**src/rtl/cpu_ctrl_pkg.sv**
```systemverilog
// Shared definitions for the accumulator CPU control unit: control-bit
// positions, opcodes, sequencer states and decoded instruction classes.
package cpu_ctrl_pkg;

   localparam int CTRL_W = 32;

   localparam logic [4:0] CB_MEM_RD      = 5'd0;
   localparam logic [4:0] CB_PC_MBR      = 5'd1;
   localparam logic [4:0] CB_PC_MAR      = 5'd2;
   localparam logic [4:0] CB_MBR_PC      = 5'd3;
   localparam logic [4:0] CB_MBR_IR      = 5'd4;
   localparam logic [4:0] CB_IR_ADDR_MAR = 5'd5;
   localparam logic [4:0] CB_MEM_WR      = 5'd6;
   localparam logic [4:0] CB_ACC_MBR     = 5'd7;
   localparam logic [4:0] CB_MBR_BR      = 5'd8;
   localparam logic [4:0] CB_ADD         = 5'd9;
   localparam logic [4:0] CB_SUB         = 5'd10;
   localparam logic [4:0] CB_AND         = 5'd11;
   localparam logic [4:0] CB_OR          = 5'd12;
   localparam logic [4:0] CB_NOT         = 5'd13;
   localparam logic [4:0] CB_SHL         = 5'd14;
   localparam logic [4:0] CB_SHR         = 5'd15;
   localparam logic [4:0] CB_BR_ACC      = 5'd16;
   localparam logic [4:0] CB_ACC_CLR     = 5'd17;
   localparam logic [4:0] CB_MPY         = 5'd18;
   localparam logic [4:0] CB_PC_INC      = 5'd20;

   localparam logic [7:0] OP_STORE  = 8'h01;
   localparam logic [7:0] OP_LOAD   = 8'h02;
   localparam logic [7:0] OP_ADD    = 8'h03;
   localparam logic [7:0] OP_SUB    = 8'h04;
   localparam logic [7:0] OP_JMPGEZ = 8'h05;
   localparam logic [7:0] OP_JMP    = 8'h06;
   localparam logic [7:0] OP_HALT   = 8'h07;
   localparam logic [7:0] OP_MPY    = 8'h08;
   localparam logic [7:0] OP_AND    = 8'h0A;
   localparam logic [7:0] OP_OR     = 8'h0B;
   localparam logic [7:0] OP_NOT    = 8'h0C;
   localparam logic [7:0] OP_SHR    = 8'h0D;
   localparam logic [7:0] OP_SHL    = 8'h0E;

   typedef enum logic [3:0] {
      ST_IDLE = 4'd0,
      ST_F0   = 4'd1,
      ST_F1   = 4'd2,
      ST_F1W  = 4'd3,
      ST_F2   = 4'd4,
      ST_DEC  = 4'd5,
      ST_E0   = 4'd6,
      ST_E1   = 4'd7,
      ST_E2   = 4'd8,
      ST_E3   = 4'd9,
      ST_EW   = 4'd10,
      ST_HALT = 4'd11
   } state_t;

   typedef enum logic [3:0] {
      CL_ILLEGAL, CL_LOAD, CL_STORE, CL_ALU_MEM, CL_MPY,
      CL_ALU_REG, CL_JMP, CL_JMPGEZ, CL_HALT
   } op_class_t;

   function automatic logic [CTRL_W-1:0] cbit(input logic [4:0] idx);
      logic [CTRL_W-1:0] w;
      w = '0;
      w[idx] = 1'b1;
      return w;
   endfunction

endpackage

```
**src/rtl/cu_decoder.sv**
```systemverilog
// Combinational opcode decoder: classifies the IR opcode and picks the ALU
// control bit used by the arithmetic/logic instructions.
module cu_decoder
   import cpu_ctrl_pkg::*;
(
   input  logic [7:0] opcode_i,
   output op_class_t  class_o,
   output logic [4:0] alu_bit_o,
   output logic       legal_o
);

   always_comb begin
      class_o   = CL_ILLEGAL;
      alu_bit_o = CB_ADD;
      legal_o   = 1'b1;
      case (opcode_i)
         OP_STORE:  class_o = CL_STORE;
         OP_LOAD:   class_o = CL_LOAD;
         OP_ADD:    begin class_o = CL_ALU_MEM; alu_bit_o = CB_ADD; end
         OP_SUB:    begin class_o = CL_ALU_MEM; alu_bit_o = CB_SUB; end
         OP_AND:    begin class_o = CL_ALU_MEM; alu_bit_o = CB_AND; end
         OP_OR:     begin class_o = CL_ALU_MEM; alu_bit_o = CB_OR;  end
         OP_MPY:    begin class_o = CL_MPY;     alu_bit_o = CB_MPY; end
         OP_NOT:    begin class_o = CL_ALU_REG; alu_bit_o = CB_NOT; end
         OP_SHR:    begin class_o = CL_ALU_REG; alu_bit_o = CB_SHR; end
         OP_SHL:    begin class_o = CL_ALU_REG; alu_bit_o = CB_SHL; end
         OP_JMP:    class_o = CL_JMP;
         OP_JMPGEZ: class_o = CL_JMPGEZ;
         OP_HALT:   class_o = CL_HALT;
         default:   legal_o = 1'b0;
      endcase
   end

endmodule

```
**src/rtl/cu_sequencer.sv**
```systemverilog
// Microprogrammed fetch/decode/execute sequencer. The control word is
// registered from the next state, so the word seen on the bus belongs to the current state.
module cu_sequencer
   import cpu_ctrl_pkg::*;
#(
   parameter int CW          = 32,
   parameter int MEM_TIMEOUT = 255
) (
   input  logic          clk,
   input  logic          rst,
   input  logic          run,
   input  logic [7:0]    ir_opcode,
   input  logic          acc_neg,
   input  logic          mem_ready,
   input  logic          alu_busy,
   output logic [CW-1:0] control_signal,
   output logic          halted,
   output logic          illegal_op,
   output logic          bus_error,
   output logic [3:0]    fsm_state
);

   localparam logic [7:0] TO_CNT = 8'(MEM_TIMEOUT - 1);

   state_t          state_q, state_d, end_state;
   op_class_t       class_q, class_d, dec_class;
   logic [4:0]      alu_q, alu_d, dec_alu;
   logic            dec_legal;
   logic            alu_wait_q, alu_wait_d;
   logic [7:0]      cnt_q, cnt_d;
   logic [CW-1:0]   word_q, word_d;
   logic            halted_q, halted_d, illegal_q, illegal_d, buserr_q, buserr_d;
   logic            mem_timeout;

   cu_decoder u_dec (
      .opcode_i  (ir_opcode),
      .class_o   (dec_class),
      .alu_bit_o (dec_alu),
      .legal_o   (dec_legal)
   );

   function automatic logic [CW-1:0] cw(input logic [4:0] idx);
      return CW'(cbit(idx));
   endfunction

   always_comb begin
      state_d     = state_q;
      class_d     = class_q;
      alu_d       = alu_q;
      alu_wait_d  = alu_wait_q;
      halted_d    = halted_q;
      illegal_d   = illegal_q;
      buserr_d    = buserr_q;
      word_d      = '0;
      cnt_d       = cnt_q;
      end_state   = run ? ST_F0 : ST_IDLE;
      mem_timeout = !mem_ready && (cnt_q == TO_CNT);

      case (state_q)
         ST_IDLE: if (run) state_d = ST_F0;
         ST_F0:   state_d = ST_F1;
         ST_F1:   state_d = ST_F1W;
         ST_F1W: begin
            if (mem_ready) state_d = ST_F2;
            else if (mem_timeout) begin
               buserr_d = 1'b1;
               halted_d = 1'b1;
               state_d  = ST_HALT;
            end
         end
         ST_F2:   state_d = ST_DEC;
         ST_DEC: begin
            class_d = dec_class;
            alu_d   = dec_alu;
            if (!dec_legal || dec_class == CL_ILLEGAL) begin
               illegal_d = 1'b1;
               halted_d  = 1'b1;
               state_d   = ST_HALT;
            end else if (dec_class == CL_HALT) begin
               halted_d = 1'b1;
               state_d  = ST_HALT;
            end else begin
               state_d = ST_E0;
            end
         end
         ST_E0: begin
            if (class_q inside {CL_LOAD, CL_STORE, CL_ALU_MEM, CL_MPY}) state_d = ST_E1;
            else state_d = end_state;
         end
         ST_E1: begin
            alu_wait_d = 1'b0;
            state_d    = (class_q == CL_STORE) ? ST_E2 : ST_EW;
         end
         ST_E2: state_d = (class_q == CL_STORE) ? ST_EW : ST_E3;
         ST_E3: begin
            if (class_q == CL_MPY) begin
               alu_wait_d = 1'b1;
               state_d    = ST_EW;
            end else begin
               state_d = end_state;
            end
         end
         ST_EW: begin
            // The same wait state serves both memory completion and the MPY busy phase.
            if (alu_wait_q) begin
               if (!alu_busy) state_d = end_state;
            end else if (mem_ready) begin
               state_d = (class_q == CL_STORE) ? end_state : ST_E2;
            end else if (mem_timeout) begin
               buserr_d = 1'b1;
               halted_d = 1'b1;
               state_d  = ST_HALT;
            end
         end
         ST_HALT: state_d = ST_HALT;
         default: state_d = ST_IDLE;
      endcase

      case (state_d)
         ST_F0:  word_d = cw(CB_PC_MAR);
         ST_F1:  word_d = cw(CB_MEM_RD) | cw(CB_PC_INC);
         ST_F2:  word_d = cw(CB_MBR_IR);
         ST_E0: begin
            case (class_d)
               CL_JMP:     word_d = cw(CB_MBR_PC);
               CL_JMPGEZ:  word_d = acc_neg ? '0 : cw(CB_MBR_PC);
               CL_ALU_REG: word_d = cw(alu_d);
               default:    word_d = cw(CB_IR_ADDR_MAR);
            endcase
         end
         ST_E1:  word_d = (class_d == CL_STORE) ? cw(CB_ACC_MBR) : cw(CB_MEM_RD);
         ST_E2:  word_d = (class_d == CL_STORE) ? cw(CB_MEM_WR) : cw(CB_MBR_BR);
         ST_E3:  word_d = (class_d == CL_LOAD) ? cw(CB_BR_ACC) : cw(alu_d);
         default: word_d = '0;
      endcase

      // Counts cycles since the last memory pulse; saturates instead of wrapping.
      if (word_d[CB_MEM_RD] || word_d[CB_MEM_WR]) cnt_d = '0;
      else if (cnt_q != 8'hFF) cnt_d = cnt_q + 8'd1;
   end

   always_ff @(posedge clk or posedge rst) begin
      if (rst) begin
         state_q    <= ST_IDLE;
         class_q    <= CL_ILLEGAL;
         alu_q      <= '0;
         alu_wait_q <= 1'b0;
         cnt_q      <= '0;
         word_q     <= '0;
         halted_q   <= 1'b0;
         illegal_q  <= 1'b0;
         buserr_q   <= 1'b0;
      end else begin
         state_q    <= state_d;
         class_q    <= class_d;
         alu_q      <= alu_d;
         alu_wait_q <= alu_wait_d;
         cnt_q      <= cnt_d;
         word_q     <= word_d;
         halted_q   <= halted_d;
         illegal_q  <= illegal_d;
         buserr_q   <= buserr_d;
      end
   end

   assign control_signal = word_q;
   assign halted         = halted_q;
   assign illegal_op     = illegal_q;
   assign bus_error      = buserr_q;
   assign fsm_state      = state_q;

endmodule

```
**config.mk**
```make
export PLATFORM = sky130hd
export DESIGN_NAME = cu_sequencer
export DESIGN_NICKNAME = d
export VERILOG_FILES = /design/src/rtl/cpu_ctrl_pkg.sv /design/src/rtl/cu_decoder.sv /design/src/rtl/cu_sequencer.sv
export SDC_FILE = /design/constraint.sdc
export NUM_CORES = 1
export LEC_CHECK = 0
export CAP_MARGIN = 25
export CORE_ASPECT_RATIO = 1.25
export CORE_MARGIN = 2
export CORE_UTILIZATION = 50
export CTS_BUF_LIST = sky130_fd_sc_hd__clkbuf_4 sky130_fd_sc_hd__clkbuf_8
export CTS_CLUSTER_DIAMETER = 200
export DETAILED_ROUTE_END_ITERATION = 10
export PLACE_DENSITY = 0.89
export SLEW_MARGIN = 20
export SYNTH_ARGS = -nofsm -noshare
export SYNTH_HDL_FRONTEND = slang
export SYNTH_SLANG_ARGS = --single-unit
```
**constraint.sdc**
```tcl
create_clock -name clk -period 2.3 [get_ports clk]
set_clock_uncertainty 0.05 [all_clocks]
set_input_delay 0.23 -clock clk [delete_from_list [all_inputs] [get_ports clk]]
set_output_delay 0.23 -clock clk [all_outputs]
set_load 0.02 [all_outputs]
```
## Word level (Yosys, flattened, before mapping)

Index checks and enable logic that the tools add are counted.

- Register bits: 57
- Latch bits: 0
- RAM bits: 0
- Memory bits (read-only): 0
- Bits of input ports: 14
- Output and inout bits: 39
- Word-level logic and storage cells: 120
- Memories kept: 0

- Add/sub/neg operators: 1
- Multiply operators: 0
- Divide/modulo/power cells: 0
- Order comparisons: 2
- Equality and inequality tests: 46
- Shift operators: 0
- Muxes and demuxes: 42
- Bitwise logic cells: 0
- Reductions and logical operators: 20

Operator list:

| cell | count |
|---|---|
| case mux 32 bit (7 select lines) | 1 |
| case mux 32 bit (3 select lines) | 1 |
| == test 8 x 4 -> 1 bit (second input constant) | 6 |
| two-way mux 4 bit | 12 |
| case mux 4 bit (12 select lines) | 1 |
| == test 4 x 3 -> 1 bit (second input constant) | 11 |
| case mux 5 bit (7 select lines) | 1 |
| == test 8 x 3 -> 1 bit (second input constant) | 4 |
| two-way mux 32 bit | 1 |
| case mux 4 bit (8 select lines) | 1 |
| == test 4 bit (second input constant) | 7 |
| == test 4 x 2 -> 1 bit (second input constant) | 6 |
| two-way mux 8 bit | 3 |
| == test 4 x 1 -> 1 bit (second input constant) | 4 |
| == test 8 x 2 -> 1 bit (second input constant) | 2 |
| OR reduction 13 bit | 1 |
| two-way mux 1 bit | 12 |
| two-way mux 9 bit | 1 |
| adder 8 x 1 -> 8 bit (second input constant) | 1 |
| == test 8 x 1 -> 1 bit (second input constant) | 1 |
| == test 8 bit (second input constant) | 1 |
| logical NOT 4 bit | 2 |
| inequality test 8 bit (second input constant) | 1 |
| < comparator 5 x 6 -> 1 bit (second input constant) | 1 |
| 19 further kinds | 29 |

## Longest topological paths before layout

Gate-level depths: netlist (run 1).

- Word-level depth: 11
- Gate-level depth with buffers: 9
- Mapped depth without buffers: 8

## By module

A second synthesis (run 1) with hierarchy kept.

- Cell total of the unflattened synthesis: 330
- Area total of the unflattened synthesis: 3,032.9 µm²

By module, submodules not included:

| module | instances | cells an instance | area an instance (µm²) | seq. area each (µm²) |
|---|---|---|---|---|
| cu_sequencer | 1 | 294 | 2,791.4 | 1,426.4 |
| cu_decoder | 1 | 36 | 241.5 | 0.0 |

## Worst setup path after synthesis (run 1)

OpenSTA, ideal clock, no wires.

- Path type: flip-flop to flip-flop
- From: register state_q[1], in the netlist fsm_state[1]
- To: register cnt_q[1]
- Library setup time: 0.134 ns
- Data arrival time: 2.042 ns
- Data required time: 2.116 ns
- Slack: 0.074 ns
- Cell stages (with the launch flop): 9
- Path buffers: 2
- Period minus slack after synthesis: 2.226 ns
- Path through: dfrtp_1 > buf_6 > and4bb_4 > buf_6 > nand4b_4 > a22oi_4 > o211ai_4 > o221ai_4 > nor3_2

- Longest elaborated chain between the ends: 10
- Elaborated cells between the ends (all ways): 46
- Classes of those cells: order compare: 2; eq/ne: 23; mux: 17; reduce/logical: 4

Ends and longest elaborated chain:

| item | RTL line | source |
|---|---|---|
| start, declared | cu_sequencer.sv:25 | `state_t state_q, state_d, end_state;` |
| start signal, assigned | cu_sequencer.sv:154 | `state_q <= state_d;` |
| == test 4 x 3 -> 1 bit | cu_sequencer.sv:59 | `case (state_q)` |
| two-way mux 5 bit | cu_sequencer.sv:59 |  |
| < comparator 5 x 6 -> 1 bit (implied by the code) or greater-or-equal comparator 5 x 1 -> 1 bit (tied branches) | cpu_ctrl_pkg.sv:65 | `w[idx] = 1'b1;` |
| logical AND 1 bit (implied by the code) | cpu_ctrl_pkg.sv:65 |  |
| two-way mux 1 bit (implied by the code) | cpu_ctrl_pkg.sv:65 |  |
| demux 1 bit (select 5 bit) | cpu_ctrl_pkg.sv:65 |  |
| case mux 32 bit (3 select lines) or two-way mux 32 bit (tied branches) | cu_sequencer.sv:124, cu_sequencer.sv:133 |  |
| case mux 32 bit (7 select lines) (*) | cu_sequencer.sv:119 | `case (state_d)` |
| logical OR 1 bit (*) | cu_sequencer.sv:138 | `if (word_d[CB_MEM_RD] \|\| word_d[CB_MEM_WR]) cnt_d = '0;` |
| two-way mux 8 bit or nonzero test 2 bit (tied branches) | - |  |
| end signal, assigned | cu_sequencer.sv:158 | `cnt_q <= cnt_d;` |
| end, declared | cu_sequencer.sv:30 | `logic [7:0] cnt_q, cnt_d;` |

Every way passes the cells marked *; elsewhere a longest branch is shown, timed or not.
A chain may end at the register's enable or synchronous reset.

## Worst setup path after layout (run 1)

- From: register class_q[0]
- To: register cnt_q[3]

- Longest elaborated chain between the ends: 9
- Elaborated cells between the ends (all ways): 34
- Classes of those cells: eq/ne: 16; mux: 15; reduce/logical: 3

Ends and longest elaborated chain:

| item | RTL line | source |
|---|---|---|
| start, declared | cu_sequencer.sv:26 | `op_class_t class_q, class_d, dec_class;` |
| start signal, assigned | cu_sequencer.sv:155 | `class_q <= class_d;` |
| == test 4 x 2 -> 1 bit | - |  |
| two-way mux 4 bit | cu_sequencer.sv:108 | `state_d = (class_q == CL_STORE) ? end_state : ST_E2;` |
| two-way mux 4 bit | cu_sequencer.sv:107 | `end else if (mem_ready) begin` |
| two-way mux 4 bit | cu_sequencer.sv:105 | `if (alu_wait_q) begin` |
| case mux 4 bit (12 select lines) | cu_sequencer.sv:59 |  |
| == test 4 bit (tied with other cells) | cu_sequencer.sv:119 |  |
| case mux 32 bit (7 select lines) (*) | cu_sequencer.sv:119 |  |
| logical OR 1 bit (*) | cu_sequencer.sv:138 |  |
| two-way mux 8 bit or nonzero test 2 bit (tied branches) | - |  |

Marked as above.

==> results by group, run 1 <==
Placed design
  • Post-detail-place hpwl: 6170 um
  • Pre-CTS WS: -228 ps
  • Post-Place Cells: 502
  • Post-Place Cell Area: 4180 um2
  • Routability cong.: 0.922
  • PortBufs: 52

Finish
  • Layout Nets: 444
  • Ant diodes: 0
  • Non-Filler Instances: 518
  • Layout cells sized above 1: 0.263
  • Final Instance Area: 4400 um2
  • Area delta synth->final: 40.8%
  • # fillers: 446

STA
  • Final setup margin: 73.9 ps
  • Rel. slew slack: 0.637
  • Final period utilization: 0.968
  • Max-slew violations: 0
  • RSZ-0062 raised after global routing: true
  • Worst-margin pin slew: 544 ps
  • Max Clock Freq: 449 MHz
  • Final hold vios: 0
  • Final worst path period need: 2230 ps
  • Setup violators final: 0
  • Worst Hold Slack: 201 ps

Synthesis
  • Unique masters post-synth: 68
  • Syn nets: 332
  • Seq/Total Area, Yosys: 0.457
  • Post-synth EDFFs: 0
  • Synthesized area per cell: 9.88 um2
  • Synthesized cell area: 3120 um2
  • Area fraction of the dominant cell type after synthesis: 0.457
  • Largest family of logic cells by synthesized area: simple AND/OR/NAND/NOR gates
  • Compound-Gate Fraction of Synth Area: 0.180
  • Largest area contributor in the netlist: dfrtp_1
  • YS warnings: 0
  • Synth top area cells: dfrtp_1 46%, nor2_1 4.4%, nand2_1 3.4%, o21ai_0 3.4%, nor3_2 2.9%
  • Simple logic cell fraction of the synthesized area: 0.298
  • Area share of fa/ha/maj cells after synthesis: 0.00802
  • Most frequent cell after synthesis: dfrtp_1
  • Cells after Synth: 316
  • Mux contribution to synthesized area: 0
  • Predominant post-synthesis flop cell: dfrtp_1
  • Post-Synth XOR/XNOR Area: 0.0168
  • Commonest cells post-synth: 57 x dfrtp_1, 37 x nor2_1, 28 x nand2_1
  • Share of synthesized registers carrying an async set or reset: 1.00
  • Flops & latches, synth: 57

Worst setup path
  • CP max FO: 5
  • Number of buffers and inverters on the critical path: 1
  • CP Cell Sequence: or4b_4 > a21boi_1 > o22ai_1 > nor4_4 > and3_4 > buf_4 > nor3_2
  • Critical path class: flop to flop
  • Startpoint types: flop
  • Crit path launch: class_q[0]
  • Worst path slowest cell: or4b_4
  • Top delay family on crit path: simple AND/OR/NAND/NOR gates
  • CP endpoint kind: flop
  • Crit. path cell count: 7
  • R2r setup slk: 70 ps
  • Worst EP required: 2470 ps
  • Worst Path Arrival: 2400 ps
  • R2R depth: 7
  • Crit path largest cell delay: 580 ps
  • R2r endpoint: cnt_q[3]
  • Critical path endpoint: cnt_q[3]
  • RR Startpoint: class_q[0]

Hold path
  • Worst Hold Class: primary input to async pin

Drt
  • Wire length on met2: 4500 um
  • Post-Route M1 WL: 3290 um
  • Total wire length: 8390 um
  • DR vias: 2916
  • Met3 WL: 371 um
  • DR vias/cell: 5.63
  • Final ANT Viol Nets: 0
  • DR pass1 iterations: 5
  • WL per Instance: 16.2 um
  • Starting DRT DRC Count: 333
  • Top Metal Used: met4
  • DR DRC count: 0

Clocking
  • Reg clk slew, reported paths: 60 ps
  • Sink Count: 57
  • Clock Tree Root: clkbuf_8
  • H-tree levels: 3
  • CTS tree: built
  • Clk_lat worst skew: 340 ps
  • Clock Path Buffers: 2
  • # hold bufs at CTS: 0
  • Number of buffers created by CTS: 9

Global route
  • Initial antenna violation count: 0
  • Total grt overflow: 0
  • Gr usage total: 0.262
  • Largest net degree at the start of global routing: 33
  • Vias in the first global route: 2918
  • First-pass GRT wire length: 13700 um

Pwr
  • P_leak: 0.00193 uW
  • Final Total Pwr: 4210 uW
  • Peak VDD IR: 0.396 mV
  • P per Cell Area: 959 nW/um2

Floorplan
  • Die width: 74.7 um
  • Rows: 32
  • Core region area: 6090 um2
  • Die ar.: 6900 um2
  • Chip height: 92.3 um
  • I/O pin count: 53
  • Initial Util: 0.513

Outcome
  • Status: finished, final reports clean

Flow run
  • MaxCap Viol Count: 0
## cell usage in the layout, fill, tap and decap left out, types with 4 or more instances in the layout
master / netlist / layout
nor2_1: 37 / 36
nand3b_1: 4 / 4
nand2b_1: 7 / 7
nor2b_1: 7 / 7
o21ai_0: 21 / 21
clkdlybuf4s50_1: 0 / 52
xnor2_1: 4 / 4
nor3_2: 9 / 8
dfrtp_1: 57 / 57
inv_1: 8 / 7
nor4_1: 4 / 4
nand4_1: 5 / 5
nand3_1: 10 / 10
nor3b_1: 5 / 5
nand2_1: 28 / 28
buf_4: 1 / 64
clkbuf_8: 0 / 9
nor3_1: 10 / 10
a21oi_1: 6 / 6
## power breakdown
part	internal, uW	switching (uW)
sequential	1180	202
combinational	868	1050
clock	522	391
## metrics by stage
step,TNS [ps],util
after floorplan,0,-
after global placement,-1440,0.686
after detailed placement,-2780,0.686
after CTS,0,0.719
after global routing,-2.39,0.722
final,0,0.722
## metal layers
| layer | track usage | vias to the layer above |
|---|---|---|
| met2 | 0.459 | 114 |
| met4 | 0.0982 | 0 |
| li1 | - | 1364 |
| met5 | 0 | - |
| met3 | 0.0479 | 26 |
| met1 | 0.312 | 1412 |
## worst min-delay path by stage
stage                               endpoint  slack [ps]  cells after the start
after global routing                alu_q[4]         260                      2
after CTS                 control_signal[30]         220                      2
after global placement            illegal_op         400                      1
final                     control_signal[19]         200                      2
after floorplan            control_signal[3]         370                      3
after detailed placement          illegal_op         400                      1
## cells by family (layout without fill, tap and decap cells)
group,Yosys count,in the layout
adders and majority gates,2,2
AOI/OAI and AO/OA,72,72
xor gates and xnor gates,6,6
buffers and inverters,26,143
DFF,57,57
and+or+nand+nor,153,153
## final cells by class
class | instances | area, um2 | area share
Inverter | 9 | 33.8 | 0.00769
Timing Repair Buffer | 118 | 1040 | 0.237
Multi-Input combinational cell | 233 | 1590 | 0.362
Clock buffer | 11 | 139 | 0.0316
Clock inverter | 5 | 56.3 | 0.0128
Sequential cell | 57 | 1430 | 0.325
Tap cell | 85 | 106 | 0.0242
## flip-flops by register name (all words and copies together) (netlist names), 4 cells and up
signal and count:
control_signal 32, fsm_state 4, class_q 4, cnt_q 8, alu_q 5
## what timing repair did
| item | CTS | global route |
|---|---|---|
| resized for setup | 0 | 5 |
| setup buffers | 0 | 0 |
| endpoints found under the hold margin | 0 | 0 |
| setup endpoints to repair | 0 | 7 |
(Power assumes the default switching activity.)
==> run 2, diff against run 1 <==
--- a/config.mk
+++ b/config.mk
@@ -5,6 +5,7 @@
 export SDC_FILE = /design/constraint.sdc
 export NUM_CORES = 1
 export LEC_CHECK = 0
+export ABC_CLOCK_PERIOD_IN_PS = 2300
 export CAP_MARGIN = 25
 export CORE_ASPECT_RATIO = 1.25
 export CORE_MARGIN = 2
==> results of run 2 <==
Final layout, timing and power as in run 1 (identical DEF).
